### config.mk
export PLATFORM = sky130hd
export DESIGN_NAME = digit_value_loader
export DESIGN_NICKNAME = d
export VERILOG_FILES = /design/src/rtl/digit_value_loader.sv
export SDC_FILE = /design/constraint.sdc
export NUM_CORES = 1
export LEC_CHECK = 0
export CAP_MARGIN = 20
export CELL_PAD_IN_SITES_DETAIL_PLACEMENT = 2
export CELL_PAD_IN_SITES_GLOBAL_PLACEMENT = 2
export CORE_MARGIN = 4
export CORE_UTILIZATION = 34
export DETAILED_ROUTE_END_ITERATION = 8
export GPL_TIMING_DRIVEN = 0
export PLACE_DENSITY_LB_ADDON = 0.1
export SETUP_SLACK_MARGIN = 0.05
export SYNTH_ARGS = -nofsm -noshare
export SYNTH_HDL_FRONTEND = slang
export SYNTH_SLANG_ARGS = --single-unit
### constraint.sdc
create_clock -name clk -period 3 [get_ports clk]
set_input_delay 0.45 -clock clk [delete_from_list [all_inputs] [get_ports clk]]
set_output_delay 0.45 -clock clk [all_outputs]
set_load 0.03 [all_outputs]
### src/rtl/digit_value_loader.sv
// Binary-to-BCD loader for a row of seven-segment renderers: serial double-dabble
// conversion, with the new digits committed only on a frame boundary.
module digit_value_loader #(
  parameter int NUM_DIGITS = 4,
  parameter int VAL_W      = 14
) (
  input  logic                    clk,
  input  logic                    rst_n,
  input  logic                    in_valid,
  output logic                    in_ready,
  input  logic [VAL_W-1:0]        in_value,
  input  logic                    frame_start,
  input  logic                    blank_lz,
  output logic [4*NUM_DIGITS-1:0] digits_out,
  output logic [NUM_DIGITS-1:0]   digit_en,
  output logic                    ovf,
  output logic                    busy
);

  localparam int BCD_W = 4 * NUM_DIGITS;
  localparam int CNT_W = (VAL_W > 1) ? $clog2(VAL_W) : 1;

  localparam logic [1:0] ST_IDLE    = 2'd0;
  localparam logic [1:0] ST_CONVERT = 2'd1;
  localparam logic [1:0] ST_WAIT    = 2'd2;

  function automatic logic [63:0] maxDisplayable(input int digits);
    logic [63:0] p;
    p = 64'd1;
    for (int i = 0; i < digits; i++) p = p * 64'd10;
    return p - 64'd1;
  endfunction

  localparam logic [63:0] MAX_VAL = maxDisplayable(NUM_DIGITS);

  logic [1:0]            r_state;
  logic [CNT_W-1:0]      r_cnt;
  logic [VAL_W-1:0]      r_val;
  logic [BCD_W-1:0]      r_bcd;
  logic                  r_ovfPend;
  logic [BCD_W-1:0]      r_digits;
  logic [NUM_DIGITS-1:0] r_en;
  logic                  r_ovf;

  logic                  w_tooBig;
  logic [BCD_W-1:0]      w_bcdAdj;
  logic [NUM_DIGITS-1:0] w_nz;
  logic [NUM_DIGITS-1:0] w_lzEn;

  assign w_tooBig = 64'(in_value) > MAX_VAL;

  // Double-dabble correction: any nibble >= 5 would overflow past 9 after the shift.
  always_comb begin
    w_bcdAdj = r_bcd;
    for (int i = 0; i < NUM_DIGITS; i++) begin
      if (r_bcd[4*i +: 4] >= 4'd5) w_bcdAdj[4*i +: 4] = r_bcd[4*i +: 4] + 4'd3;
    end
  end

  // A digit is lit if it or any more-significant digit is nonzero; ones always lit.
  always_comb begin
    w_nz   = '0;
    w_lzEn = '0;
    for (int i = 0; i < NUM_DIGITS; i++) w_nz[i] = |r_bcd[4*i +: 4];
    for (int i = 0; i < NUM_DIGITS; i++) w_lzEn[i] = |(w_nz >> i);
    w_lzEn[0] = 1'b1;
  end

  always_ff @(posedge clk) begin
    if (!rst_n) begin
      r_state   <= ST_IDLE;
      r_cnt     <= '0;
      r_val     <= '0;
      r_bcd     <= '0;
      r_ovfPend <= 1'b0;
      r_digits  <= '0;
      r_en      <= '1;
      r_ovf     <= 1'b0;
    end else begin
      case (r_state)
        ST_IDLE: begin
          if (in_valid) begin
            r_val     <= in_value;
            r_bcd     <= '0;
            r_ovfPend <= w_tooBig;
            r_cnt     <= CNT_W'(VAL_W - 1);
            r_state   <= ST_CONVERT;
          end
        end
        ST_CONVERT: begin
          r_bcd <= {w_bcdAdj[BCD_W-2:0], r_val[VAL_W-1]};
          r_val <= r_val << 1;
          if (r_cnt == '0) r_state <= ST_WAIT;
          else             r_cnt   <= r_cnt - 1'b1;
        end
        ST_WAIT: begin
          // Committing only here keeps the displayed digits stable for a whole frame.
          if (frame_start) begin
            r_ovf <= r_ovfPend;
            if (r_ovfPend) begin
              r_digits <= '1;
              r_en     <= '1;
            end else begin
              r_digits <= r_bcd;
              r_en     <= blank_lz ? w_lzEn : '1;
            end
            r_state <= ST_IDLE;
          end
        end
        default: r_state <= ST_IDLE;
      endcase
    end
  end

  assign in_ready   = (r_state == ST_IDLE);
  assign busy       = (r_state != ST_IDLE);
  assign digits_out = r_digits;
  assign digit_en   = r_en;
  assign ovf        = r_ovf;

endmodule

==> results by group, run 1 <==
Floorplanning
  – DIE AREA: 9420 sq um
  – Vertical extent of the die: 97.1 microns
  – Cell Rows: 32
  – I/O Pins: 42
  – Chip Width: 97.1 microns
  – Starting Density: 34.9%
  – Placeable Area: 7730 sq um

Setup path
  – Crit path buffers/inverters: 2
  – WP depth: 3
  – Category of the worst setup path launch point: flop
  – Critical path type: flop to output port
  – Crit path DAT: 1.96 ns
  – Critical-path maximum fanout: 9
  – Cell Chain, Critical Path: clkbuf_1 > nor2_1 > clkdlybuf4s50_1
  – Cell with the biggest individual delay on the critical path: sky130_fd_sc_hd__clkdlybuf4s50_1
  – CP top delay family: buffers and inverters
  – Depth of the worst register-to-register path: 5
  – Required time of the worst setup path: 2.55 ns
  – Maximum single-stage delay on the critical path: 0.74 ns
  – Type of destination of the critical path: output port

Clock network
  – Clock Sinks: 57
  – CTS-repair resized insts: 0
  – Buffer depth of the longest clock path: 2
  – Clock tree from TritonCTS: yes
  – Clock transition at the registers of the reported paths: 0.06 ns
  – Insertion delay to the later sink of the worst-skew pair: 0.35 ns
  – Quantity of hold-fixing buffers added after cts: 0
  – Setup Buffers After CTS: 0
  – H-tree depth: 3
  – Clock root cell: sky130_fd_sc_hd__clkbuf_8
  – Number of buffers inserted during clock tree synthesis: 9

Outcome
  – Run status: complete, no violations

Timing
  – Sum of negative setup slack: 0 ns
  – Setup repair after global routing missed its margin: no
  – Share of the clock period used by the worst path after layout: 80.5%
  – Final setup violation count: 0
  – Final Max Tran Viols: 0
  – Worst-Margin Slew: 0.610 ns
  – Highest Clock Rate: 414 MHz
  – Fin crit period: 2.41 ns
  – Number of failing hold endpoints at the final stage: 0
  – Setup clock skew after layout: 0.00949 ns
  – Remaining max-slew budget at the tightest pin: 59.3%

Logic synthesis
  – Mean instance size in the synthesized netlist: 8.54 sq um
  – Combined area of all synthesized cells: 2700 sq um
  – Compound-cell area share of the yosys netlist: 17.0%
  – Post-Synthesis Net Count: 347
  – Synth Area in XOR/XNOR: 1.62%
  – Synth async-reset ratio: 0%
  – Commonest register cell after synthesis: sky130_fd_sc_hd__dfxtp_1
  – Post-synthesis mux area share: 1.67%
  – Simple-gate share of the synthesized area: 26.7%
  – Post-synthesis sequential area ratio: 42.3%
  – Count of flip-flops with a built-in enable after synthesis: 0
  – Number of warnings reported in the yosys synthesis log: 0
  – Synthesized flop and latch total: 57
  – Largest family of logic cells by synthesized area: simple AND/OR/NAND/NOR gates
  – Adder and majority gate portion of the synthesized area: 5.57%
  – Post-Synthesis Cells: 316
  – Distinct cells, synth: 43

Placed design
  – Final weighted congestion in routability-driven placement: 0.774
  – PortBufs: 40
  – Sum of net half-perimeters after detailed placement: 5840 microns
  – Area after detailed placement: 3230 sq um

Global route
  – Via count of the first global-routing pass: 2727
  – Number of antenna violations at the first check in global routing: 0
  – All-Layer GR Usage: 18.4%
  – Grt total ovfl: 0
  – Largest net degree at the start of global routing: 11
  – Global-route wire length before repair: 13900 microns

Flow run
  – Max Cap Viol: 0

Hold path
  – Hold/Removal Path Class: flop to flop
  – Worst hold path stage count: 2

Finish
  – Final core utilization: 44.2%
  – Layout Area Growth over Synthesis: 26.7%
  – Layout Nets: 398
  – ANT cells: 0
  – Highest-count cells in the layout ignoring fill and taps: sky130_fd_sc_hd__dfxtp_1 (57), sky130_fd_sc_hd__nand2_1 (44), sky130_fd_sc_hd__clkdlybuf4s50_1 (40)
  – Fill cells: 863
  – Post-route cell area: 3420 sq um
  – Most common library cell in the layout ignoring fill and taps: sky130_fd_sc_hd__dfxtp_1
  – Fraction of final layout cells with drive strength greater than 1: 6.45%

Routing
  – Violation count after the first detailed-route iteration: 44
  – Count of unresolved DRC violations after routing: 0
  – Number of nets still failing antenna checks after routing: 0
  – Routed wire length: 8170 microns
  – Number of vias per cell after detailed routing: 5.26
  – Detailed-router iteration count before antenna repair: 4
  – Vias after detailed routing: 2495
  – Drt wl/cell: 17.2 microns

Pwr
  – Leakage component of the power: 1.35 nW
  – Total power divided by cell area: 543 nW/um^2
  – Worst-case vdd ir drop: 0.216 mV
[state kept, by name, indices dropped and copies added (netlist names)]
name / flops
digits_out: 16
r_bcd: 16
r_val: 14
r_cnt: 4
digit_en: 3
r_state: 2
ovf: 1
r_ovfPend: 1
[Yosys cell counts (all sizes together) (4+ instances only)]
cell type	n	area, sq um
dfxtp	57	1140
nand2	44	165
nor2	22	82.6
nand3	18	90.1
nor3	18	90.1
nor3b	18	135
clkbuf	15	56.3
o21ai	14	70.1
inv	13	48.8
o211a	13	130
ha	12	150
o31ai	8	60.1
a32oi	7	61.3
a21oi	6	30.0
buf	6	31.3
nor2b	6	37.5
a21boi	5	37.5
nand2b	5	31.3
mux2	4	45.0
xnor2	4	35.0
[per-layer routing]
layer / track usage, % / up-vias / routed length [microns]
met5: 0 / - / 0
met4: 5.51 / 0 / 133
met3: 5.53 / 12 / 314
met2: 31.4 / 37 / 4100
met1: 22.2 / 1234 / 3620
li1: - / 1212 / -
[tightest hold or removal path: cells and delay by family (launching register included)]
family,cells,cell delay (ns)
flops,1,0.32
simple gates,1,0.06
compound gates,1,0.05
[final cells by class]
cell class                      count  area [sq um]  share of cell area [%]
Buffer                             21          87.6                    2.56
Clock buffer                       14           183                    5.34
Clock inverter                      2          10.0                   0.293
Inverter                           13          48.8                    1.43
Multi-Input combinational cell    225          1420                    41.5
Sequential cell                    57          1140                    33.4
Tap cell                          102           128                    3.73
Timing Repair Buffer               40           400                    11.7
[logic make-up after synthesis]
kind of cell / Yosys count
AOI/OAI and AO/OA: 61
xor gates and xnor gates: 5
adders and majority gates: 12
buffers and inverters: 34
DFF: 57
muxes: 4
other: 1
and+or+nand+nor: 142
[final timing paths]
kind              start  slack [ns]   endpoint
min reg2reg   r_bcd[13]        0.47  r_bcd[13]
max          r_state[1]        0.59   in_ready
min           r_bcd[13]        0.47  r_bcd[13]
max reg2reg  r_state[0]        0.95   r_bcd[8]
[power by group]
group / switching [mW] / internal (mW) / total, mW / leakage, nW
clock: 0.319 / 0.388 / 0.707 / 0.102
sequential: 0.0254 / 0.801 / 0.826 / 0.464
combinational: 0.196 / 0.126 / 0.322 / 0.786
total: 0.541 / 1.32 / 1.86 / 1.35
[metrics by stage]
stage	hold slack, ns	cells	setup WS [ns]	power [mW]
after CTS	0.474	474	0.583	1.87
final	0.468	474	0.586	1.86
after floorplan	0.431	316	1.22	1.04
after global routing	0.497	474	0.478	1.95
after detailed placement	0.459	458	0.696	1.17
after global placement	0.454	458	0.681	1.15
Power figures use the tool's default switching activity.
==> run 2, diff against run 1 <==
- CORE_UTILIZATION: 34 -> 29
- clock period: 3 -> 2.1 ns (I/O delays scaled with it)
==> run 2 against run 1 <==
Net effect:
- power is 49% higher
- final cell count is 1.1% higher
- sequential power is 43% higher
- critical path depth is 3 higher
- design area is 0.88% higher
- clock-buffer cell count is 3 lower
- clock skew is 0.0010 ns higher
- non-clock buffer count is 1 lower
- largest power group unchanged
==> results by group, run 2 (synthesized netlist as in run 1, its figures left out) <==
Setup path
  – Critical-path maximum fanout: 5 (-4)
  – Cell Chain, Critical Path: inv_1 > ha_1 > or4b_1 > or4_4 > nor2_1 > o21ai_1
  – Type of destination of the critical path: flop
  – Required time of the worst setup path: 2.31 ns (-0.24 ns)
  – Crit path DAT: 2.11 ns (+0.15 ns)
  – Critical path type: flop to flop
  – Minimum setup slack among reg-to-reg paths: 0.20 ns (-0.75 ns)
  – Maximum single-stage delay on the critical path: 0.50 ns (-0.24 ns)
  – Category of the worst setup path launch point: flop
  – Cell with the biggest individual delay on the critical path: sky130_fd_sc_hd__or4_4

Pwr
  – Worst-case vdd ir drop: 0.324 mV (+50%)
  – Total power divided by cell area: 802 nW/um^2 (+48%)
  – Leakage component of the power: 1.36 nW (+0.76%)

Floorplanning
  – Starting Density: 30.3% (-4.6 points)
  – DIE AREA: 10900 sq um (+16%)
  – I/O Pins: 42 (unchanged)
  – Cell Rows: 34 (+6.3%)
  – Chip Width: 104 microns (+7.6%)
  – Placeable Area: 8890 sq um (+15%)
  – Vertical extent of the die: 104 microns (+7.6%)

Routing
  – Violation count after the first detailed-route iteration: 80 (+82%)
  – Number of vias per cell after detailed routing: 5.08 (-3.6%)
  – Detailed-router iteration count before antenna repair: 4 (unchanged)
  – Routed wire length: 7950 microns (-2.7%)
  – Drt wl/cell: 16.6 microns (-3.7%)
  – Count of unresolved DRC violations after routing: 0 (unchanged)
  – Vias after detailed routing: 2431 (-2.6%)
  – Number of nets still failing antenna checks after routing: 0 (unchanged)

Timing
  – Share of the clock period used by the worst path after layout: 90.4%
  – Final setup violation count: 0 (unchanged)
  – Remaining max-slew budget at the tightest pin: 60.7% (+1.3 points)
  – Number of failing hold endpoints at the final stage: 0 (unchanged)
  – Worst-Margin Slew: 0.590 ns (-0.0197 ns)
  – Fin crit period: 1.90 ns
  – Hold slack final: 0.460 ns (-0.00831 ns)
  – Setup clock skew after layout: 0.0105 ns (+0.00103 ns)
  – Highest Clock Rate: 527 MHz
  – Setup repair after global routing missed its margin: no
  – Final Max Tran Viols: 0 (unchanged)
  – Sum of negative setup slack: 0 ns (unchanged)

Placed design
  – Area after detailed placement: 3230 sq um (+0.23%)
  – Final weighted congestion in routability-driven placement: 0.725 (-6.4%)
  – Total placed cells including tap cells: 464 (+1.3%)
  – PortBufs: 40 (unchanged)
  – Sum of net half-perimeters after detailed placement: 5890 microns (+0.88%)

Finish
  – Highest-count cells in the layout ignoring fill and taps: sky130_fd_sc_hd__dfxtp_1 (56), sky130_fd_sc_hd__nand2_1 (44), sky130_fd_sc_hd__clkdlybuf4s50_1 (38)
  – Layout Area Growth over Synthesis: 27.8%
  – Fraction of final layout cells with drive strength greater than 1: 7.01% (+0.56 points)
  – Non-filler cells, final: 479 (+1.1%)
  – Layout Nets: 397 (-0.25%)
  – Post-route cell area: 3450 sq um (+0.88%)
  – Final core utilization: 38.8% (-5.5 points)
  – Most common library cell in the layout ignoring fill and taps: sky130_fd_sc_hd__dfxtp_1
  – ANT cells: 0 (unchanged)

Clock network
  – Clock transition at the registers of the reported paths: 0.07 ns (about the same)
  – Quantity of hold-fixing buffers added after cts: 0 (unchanged)
  – H-tree depth: 3 (unchanged)
  – Setup Buffers After CTS: 0 (unchanged)
  – Buffer depth of the longest clock path: 2 (unchanged)
  – Number of buffers inserted during clock tree synthesis: 9 (unchanged)
  – Clock tree from TritonCTS: yes
  – Clock Sinks: 57 (unchanged)
  – Insertion delay to the later sink of the worst-skew pair: 0.33 ns (-0.02 ns)
  – Clock root cell: sky130_fd_sc_hd__clkbuf_8

Global route
  – All-Layer GR Usage: 15.5% (-2.9 points)
  – Via count of the first global-routing pass: 2602 (-4.6%)
  – Largest net degree at the start of global routing: 11 (unchanged)
  – Global-route wire length before repair: 13500 microns (-2.6%)
  – Grt total ovfl: 0 (unchanged)
  – Number of antenna violations at the first check in global routing: 0 (unchanged)

Hold path
  – Hold/Removal Path Class: flop to flop

Outcome
  – Run status: complete, no violations

Flow run
  – Max Cap Viol: 0 (unchanged)
[run 2: per-stage QoR]
| stage | worst slack (ns) | total power [mW] |
|---|---|---|
| after floorplan | 0.344 | 1.48 |
| after global placement | -0.0991 | 1.65 |
| after detailed placement | -0.106 | 1.67 |
| after CTS | 0.0562 | 2.82 |
| after global routing | 0.0660 | 2.92 |
| final | 0.201 | 2.77 |
[run 2: repair_timing]
| item | 4_1_cts | 5_1_grt |
|---|---|---|
| endpoints found under the setup margin | 2 | 6 |
| cloned | 0 | 0 |
| pin swaps | 0 | 0 |
| resized for setup | 2 | 3 |
[run 2: power by group]
part / leakage, nW / switching (mW) / total (mW) / internal [mW]
combinational: 0.799 / 0.270 / 0.449 / 0.178
sequential: 0.465 / 0.0377 / 1.18 / 1.14
clock: 0.0995 / 0.470 / 1.14 / 0.667
[run 2: worst max-delay path, delay by kind of cell, from the launching register on]
family                     cells  cell delay (ns)
buffers and inverters          1             0.14
AOI/OAI and AO/OA              1             0.07
DFF                            1             0.35
and+or+nand+nor                3             1.04
adders and majority gates      1             0.17
[run 2: final cells by class]
cell class,count,area [sq um]
timing repair buffer,40,402
sequential,57,1140
multi-input combinational,225,1430
buffer,20,83.8
clock inverter,5,80.1
clock buffer,11,131
tap,108,135
inverter,13,48.8
fill,1009,5440
[run 2: worst paths after layout]
check / end / cells after the start / startpoint
setup / recovery: digit_en[2] / 6 / r_bcd[8]
hold / removal: ovf / 2 / ovf
setup reg to reg: digit_en[2] / 6 / r_bcd[8]
hold reg to reg: ovf / 2 / ovf
[run 2: layer usage]
metal | vias to the layer above | part of all wire [%] | track usage [%]
li1 | 1206 | - | -
met1 | 1185 | 48 | 20.0
met2 | 33 | 48 | 25.6
met3 | 7 | 3.3 | 3.91
met4 | 0 | 1.1 | 3.99
met5 | - | 0 | 0
